`src/rtl/wbus_pkg.sv`:
```
// Shared definitions for the write-bus transfer sequencer: register codes,
// timepulse/slot geometry and the latched transfer record.
package wbus_pkg;

    localparam int NREG_DEF = 16;
    localparam int CODE_W   = $clog2(NREG_DEF);

    localparam logic [CODE_W-1:0] REG_A  = CODE_W'(0);
    localparam logic [CODE_W-1:0] REG_L  = CODE_W'(1);
    localparam logic [CODE_W-1:0] REG_Q  = CODE_W'(2);
    localparam logic [CODE_W-1:0] REG_EB = CODE_W'(3);
    localparam logic [CODE_W-1:0] REG_FB = CODE_W'(4);
    localparam logic [CODE_W-1:0] REG_Z  = CODE_W'(5);
    localparam logic [CODE_W-1:0] REG_BB = CODE_W'(6);
    localparam logic [CODE_W-1:0] REG_G  = CODE_W'(7);
    localparam logic [CODE_W-1:0] REG_B  = CODE_W'(8);
    localparam logic [CODE_W-1:0] REG_S  = CODE_W'(9);
    localparam logic [CODE_W-1:0] REG_Y  = CODE_W'(10);

    localparam int TP_N     = 12;
    localparam int SLOT_LEN = 3;

    localparam logic [1:0] PH_CLR  = 2'd0;
    localparam logic [1:0] PH_XFER = 2'd1;
    localparam logic [1:0] PH_ARB  = 2'd2;

    // Record is sized for the default 16-register file.
    typedef struct packed {
        logic [CODE_W-1:0]   src;
        logic [NREG_DEF-1:0] dst;
        logic                clr;
        logic                err;
    } xfer_t;

    typedef enum logic {
        SLOT_IDLE,
        SLOT_EXEC
    } slot_state_t;

    function automatic logic [1:0] tp_phase(input logic [3:0] idx);
        return 2'(idx % 4'(SLOT_LEN));
    endfunction

endpackage

```
`src/rtl/wbus_xfer_sequencer_rr_arbiter.sv`:
```
// Round-robin arbiter: combinational pick starting at the pointer,
// pointer moves past the winner when the grant is taken.
module rr_arbiter #(
    parameter  int NREQ = 4,
    localparam int IW   = (NREQ > 1) ? $clog2(NREQ) : 1
) (
    input  logic            clk,
    input  logic            rst_,
    input  logic [NREQ-1:0] req,
    input  logic            advance,
    output logic [NREQ-1:0] grant,
    output logic [IW-1:0]   pick,
    output logic            pick_vld
);

    logic [IW-1:0] ptr;

    always_comb begin
        int unsigned k;
        k        = 0;
        pick     = '0;
        pick_vld = 1'b0;
        for (int unsigned i = 0; i < NREQ; i++) begin
            k = (32'(ptr) + i) % 32'(NREQ);
            if (!pick_vld && req[IW'(k)]) begin
                pick_vld = 1'b1;
                pick     = IW'(k);
            end
        end
    end

    assign grant = pick_vld ? (NREQ'(1) << pick) : '0;

    always_ff @(posedge clk or negedge rst_) begin
        if (!rst_) begin
            ptr <= '0;
        end else if (advance && pick_vld) begin
            ptr <= (32'(pick) == NREQ - 1) ? '0 : pick + IW'(1);
        end
    end

endmodule

```
`src/rtl/wbus_xfer_sequencer.sv`:
```
// Timepulse ring, slot scheduling and gate decode for write-bus transfers;
// arbitration runs in phase 2 of each slot, execution in the following slot.
module wbus_xfer_sequencer
    import wbus_pkg::*;
#(
    parameter  int NREQ = 4,
    parameter  int NREG = NREG_DEF,
    localparam int CW   = $clog2(NREG),
    localparam int IW   = (NREQ > 1) ? $clog2(NREQ) : 1
) (
    input  logic               clk,
    input  logic               rst_,
    input  logic               ena,
    input  logic               inhibit,
    input  logic [NREQ-1:0]    req,
    input  logic [NREQ*CW-1:0] req_src,
    input  logic [NREQ*NREG-1:0] req_dst,
    input  logic [NREQ-1:0]    req_clr,
    output logic [NREQ-1:0]    ack,
    output logic               err,
    output logic [TP_N-1:0]    tp,
    output logic [NREG-1:0]    rg_,
    output logic [NREG-1:0]    wg_,
    output logic [NREG-1:0]    cg,
    output logic               busy,
    output logic [IW-1:0]      grant_id
);

    logic [3:0]      tp_idx;
    logic [1:0]      phase;
    slot_state_t     state, state_nxt;
    xfer_t           xfer;

    logic            arb_cycle;
    logic [NREQ-1:0] grant;
    logic [IW-1:0]   pick;
    logic            pick_vld;

    logic [CW-1:0]   sel_src;
    logic [NREG-1:0] sel_dst;
    logic            sel_clr;
    logic            sel_err;

    assign phase     = tp_phase(tp_idx);
    assign arb_cycle = ena && !inhibit && (phase == PH_ARB);
    assign tp        = TP_N'(1) << tp_idx;

    rr_arbiter #(.NREQ(NREQ)) u_arb (
        .clk      (clk),
        .rst_     (rst_),
        .req      (req),
        .advance  (arb_cycle),
        .grant    (grant),
        .pick     (pick),
        .pick_vld (pick_vld)
    );

    assign sel_src = req_src[pick*CW +: CW];
    assign sel_dst = req_dst[pick*NREG +: NREG];
    assign sel_clr = req_clr[pick];
    // An out-of-range source code is folded into the empty-mask error path.
    assign sel_err = (sel_dst == '0) || (32'(sel_src) >= 32'(NREG));

    assign ack = arb_cycle ? grant : '0;
    assign err = arb_cycle && pick_vld && sel_err;

    always_ff @(posedge clk or negedge rst_) begin
        if (!rst_) begin
            tp_idx   <= '0;
            state    <= SLOT_IDLE;
            xfer     <= '0;
            grant_id <= '0;
        end else if (ena) begin
            tp_idx <= (tp_idx == 4'(TP_N - 1)) ? '0 : tp_idx + 4'd1;
            state  <= state_nxt;
            if (arb_cycle && pick_vld) begin
                xfer.src <= sel_src;
                xfer.dst <= sel_dst;
                xfer.clr <= sel_clr;
                xfer.err <= sel_err;
                grant_id <= pick;
            end
        end
    end

    // Gates decode straight from registered state, so reset releases them at once.
    always_comb begin
        state_nxt = state;
        rg_       = '1;
        wg_       = '1;
        cg        = '0;
        busy      = 1'b0;
        if (phase == PH_ARB) begin
            state_nxt = (arb_cycle && pick_vld) ? SLOT_EXEC : SLOT_IDLE;
        end
        if (state == SLOT_EXEC) begin
            busy = (phase != PH_ARB);
            if (!xfer.err) begin
                case (phase)
                    PH_CLR: begin
                        if (xfer.clr) cg = xfer.dst;
                    end
                    PH_XFER: begin
                        rg_[xfer.src] = 1'b0;
                        wg_           = ~xfer.dst;
                    end
                    default: ;
                endcase
            end
        end
    end

endmodule

```
`config.mk`:
```
export PLATFORM = sky130hd
export DESIGN_NAME = wbus_xfer_sequencer
export DESIGN_NICKNAME = d
export VERILOG_FILES = /design/src/rtl/wbus_pkg.sv /design/src/rtl/wbus_xfer_sequencer_rr_arbiter.sv /design/src/rtl/wbus_xfer_sequencer.sv
export SDC_FILE = /design/constraint.sdc
export NUM_CORES = 1
export LEC_CHECK = 0
export CORE_ASPECT_RATIO = 2
export CORE_MARGIN = 2
export CORE_UTILIZATION = 39
export DETAILED_ROUTE_END_ITERATION = 8
export PLACE_DENSITY_LB_ADDON = 0.05
export SLEW_MARGIN = 20
export SYNTH_ARGS = -nofsm -noshare
export SYNTH_HDL_FRONTEND = slang
export SYNTH_HIERARCHICAL = 1
export SYNTH_SLANG_ARGS = --single-unit
```
`constraint.sdc`:
```
create_clock -name clk -period 3.6 [get_ports clk]
set_input_delay 0.54 -clock clk [delete_from_list [all_inputs] [get_ports clk]]
set_output_delay 0.54 -clock clk [all_outputs]
set_load 0.1 [all_outputs]
```
==> results_dict.tcl <==
set metrics [dict create \
    preCtsSetupSlack_ns -0.3313 \
    synth_area_per_cell_um2 10.69 \
    row_count 43 \
    grt.total_usage_pct 31.60 \
    powerDensity_nw_per_um2 881.9 \
    synth_cell_type_count 42 \
    drcViolationCount 0 \
    placed_area_um2 5499 \
    ir_worst_vdd_uv 452.2 \
    final_area_um2 6045 \
    hpwl_um 8866 \
    dp.cells 518 \
    clk_pin_slew_ns 0.05 \
    n_fill_cell 329 \
    grt_first_pass_wirelength_um 18460 \
    start_util_pct 40.21 \
    setup-tns-final_ns -0.02926 \
    min_path_type "reg2reg" \
    hold_viol_final 0 \
    yosysSeqAreaShare_pct 28.02 \
    cap_violations 0 \
    cts_sinks 31 \
    grt_pass1_vias 3414 \
    gr-total-overflow 0 \
    syn_inst 259 \
    die_y_um 123.2 \
    die-area_um2 7831 \
    dr.pass1.iters 4 \
    routed_wl_um 13030 \
    cts_root_buf "clkbuf_16" \
    ant_nets 0 \
    crit_type "in2out" \
    cp-start-kind "input port" \
    p_leak_uw 0.002543 \
    fmax_mhz 275.5 \
    grt_max_degree 33 \
    wl_per_cell_um 23.68 \
    finalMaxSlewViolations 0 \
    rsz0062_at_grt "yes" \
    synth_seq_cells 31 \
    gp_congestion 0.9303 \
    violations "setup timing" \
    clock_latency_ns 0.28 \
    cts_made_buffers 5 \
    synth.cell_area_um2 2769 \
    fin_ws_ns -0.02926 \
    cts_hold_buf 0 \
    fin_nets 564 \
    drtIter0Drc 199 \
    endpoint_kind "output port" \
    synthesis.nets 364 \
    cts_buffer_depth 2 \
    cp_data_required_time_ns 3.06 \
    holdWs_ns 0.5153 \
    fin_crit_sh_pct 100.8 \
    coreArea_um2 6887 \
    cp.arrival_ns 3.09 \
    worstPathMaxFanout 8 \
    tightest_slew_ns 0.9643 \
    finClkSkew_ns 0.005116 \
    num_vias 3224 \
    drive_gt1_share_pct 51.96 \
    numPortBuffers 159 \
    antenna_found_initial 0 \
    final_cells 550 \
    via_per_inst 5.862 \
    ios 160 \
    ys_warn_count 6 \
    chipWidth_um 63.58 \
    relSlewSlack_pct 35.51 \
    tritoncts "built" \
    antennaDiodeCount 0 \
    area_delta_synth_final_pct 118.3 \
    outcome "finished with violations" \
    period_needed_ns 3.629 \
    htreeDepth 2 \
    setup_viol 1 \
]
## report_power, final
group / internal (uW) / leakage, uW / switching (uW) / total (uW)
clock network: 256 / 0.0000679 / 166 / 422
logic: 1790 / 0.00211 / 2370 / 4160
registers: 527 / 0.000370 / 223 / 750
total: 2570 / 0.00254 / 2760 / 5330
## synthesized netlist by cell type, drive strengths merged
library cell | n | share of area (%)
o22a | 1 | 0.36
inv | 10 | 1.4
o21ai | 9 | 1.6
nand4 | 17 | 3.8
dfrtp | 31 | 28
mux2 | 26 | 11
a21oi | 5 | 1.3
and3b | 1 | 0.32
a2bb2oi | 1 | 0.95
or3b | 1 | 0.32
buf | 10 | 2.5
nor3 | 2 | 0.54
mux2i | 4 | 1.4
a211oi | 1 | 0.45
nor3b | 20 | 5.4
o22ai | 1 | 0.23
or3 | 1 | 0.41
nand3 | 19 | 3.4
mux4 | 21 | 17
nand2b | 1 | 0.23
a21o | 1 | 0.27
a21boi | 1 | 0.27
clkbuf | 8 | 1.1
or4 | 1 | 0.41
a22o | 1 | 0.32
nand2 | 7 | 1.2
nor4 | 4 | 0.90
and2 | 17 | 4.0
o221ai | 1 | 0.32
or2 | 1 | 0.23
nor2 | 7 | 0.95
and3 | 1 | 0.23
nor2b | 12 | 2.7
o21a | 2 | 0.54
ha | 13 | 5.9
## cells by family (layout without fill, tap and decap cells)
logic type | Yosys count | in the layout | synth area share [%]
fa+ha+maj | 13 | 13 | 5.875
mux | 51 | 51 | 29.37
compound gates | 24 | 24 | 6.643
simple gates | 112 | 112 | 25.17
flops | 31 | 31 | 28.02
buf+inv | 28 | 229 | 4.925
## worst max-delay path, stage by stage
cell and delay, ns:
clkdlybuf4s15_1 0.23, buf_4 0.17, a21o_1 0.16, a21oi_2 0.17, o22a_2 0.27, buf_12 0.16, buf_6 0.10, mux4_2 0.35
nor4_4 0.30, nand4_1 0.25, nor2_4 0.19, buf_12 0.19
## metrics by stage
step | power, uW | utilization [%]
2_1_floorplan | 3214 | -
3_3_place_gp | 4265 | 79.85
3_5_place_dp | 4350 | 79.85
4_1_cts | 4963 | 85.10
5_1_grt | 5526 | 87.77
6_report | 5331 | 87.77
## cell type report
class	instances	area, um2	share of cell area (%)
tap	90	112.6	1.863
clock buffer	7	132.6	2.194
inverter	10	45.04	0.7452
multi-input combinational	200	2316	38.32
clock inverter	1	5.005	0.08280
sequential	31	780.7	12.92
timing repair buffer	211	2653	43.88
## state kept, by name (all words and copies together) (netlist names)
| name | cells |
|---|---|
| u_arb/ptr | 2 |
| xfer | 22 |
| grant_id | 2 |
| tp_idx | 4 |
| state | 1 |
## layout by cell type, fill, tap and decap left out, types with 8 or more instances in the layout
master,Yosys,routed
and2_1,13,12
buf_12,0,59
buf_4,0,47
buf_6,3,8
clkdlybuf4s50_1,0,89
dfrtp_1,31,27
ha_1,13,9
mux2_2,19,18
mux4_2,21,21
nand3_1,19,11
nand3_2,0,8
nand4_1,17,17
nor2b_1,12,9
nor3b_4,0,20
o21ai_0,9,9
## path summary, 6_finish.rpt
kind                           start         to  slack, ns  cells past startpoint
max in group asynchronous       rst_  tp_idx[1]       2.59                      2
hold / removal               xfer[1]    xfer[1]       0.52                      1
min in group asynchronous       rst_      state       0.67                      2
setup / recovery              req[1]        err      -0.03                     12
hold reg to reg              xfer[1]    xfer[1]       0.52                      1
setup reg to reg           tp_idx[3]    xfer[9]       0.46                     14
## layer usage
metal,GRT usage (%),vias to the layer above,wire [um]
met5,0,-,0
met4,16.17,0,885
met3,5.369,71,812
met2,61.58,219,7344
met1,31.10,1549,3982
li1,-,1385,-
## repair_timing
item	in CTS	in global routing
resized for setup	29	22
cloned	2	2
endpoints found under the hold margin	0	0
pin swaps	8	15
setup buffers	11	10
setup endpoints to repair	51	51
Power figures use the tool's default switching activity.
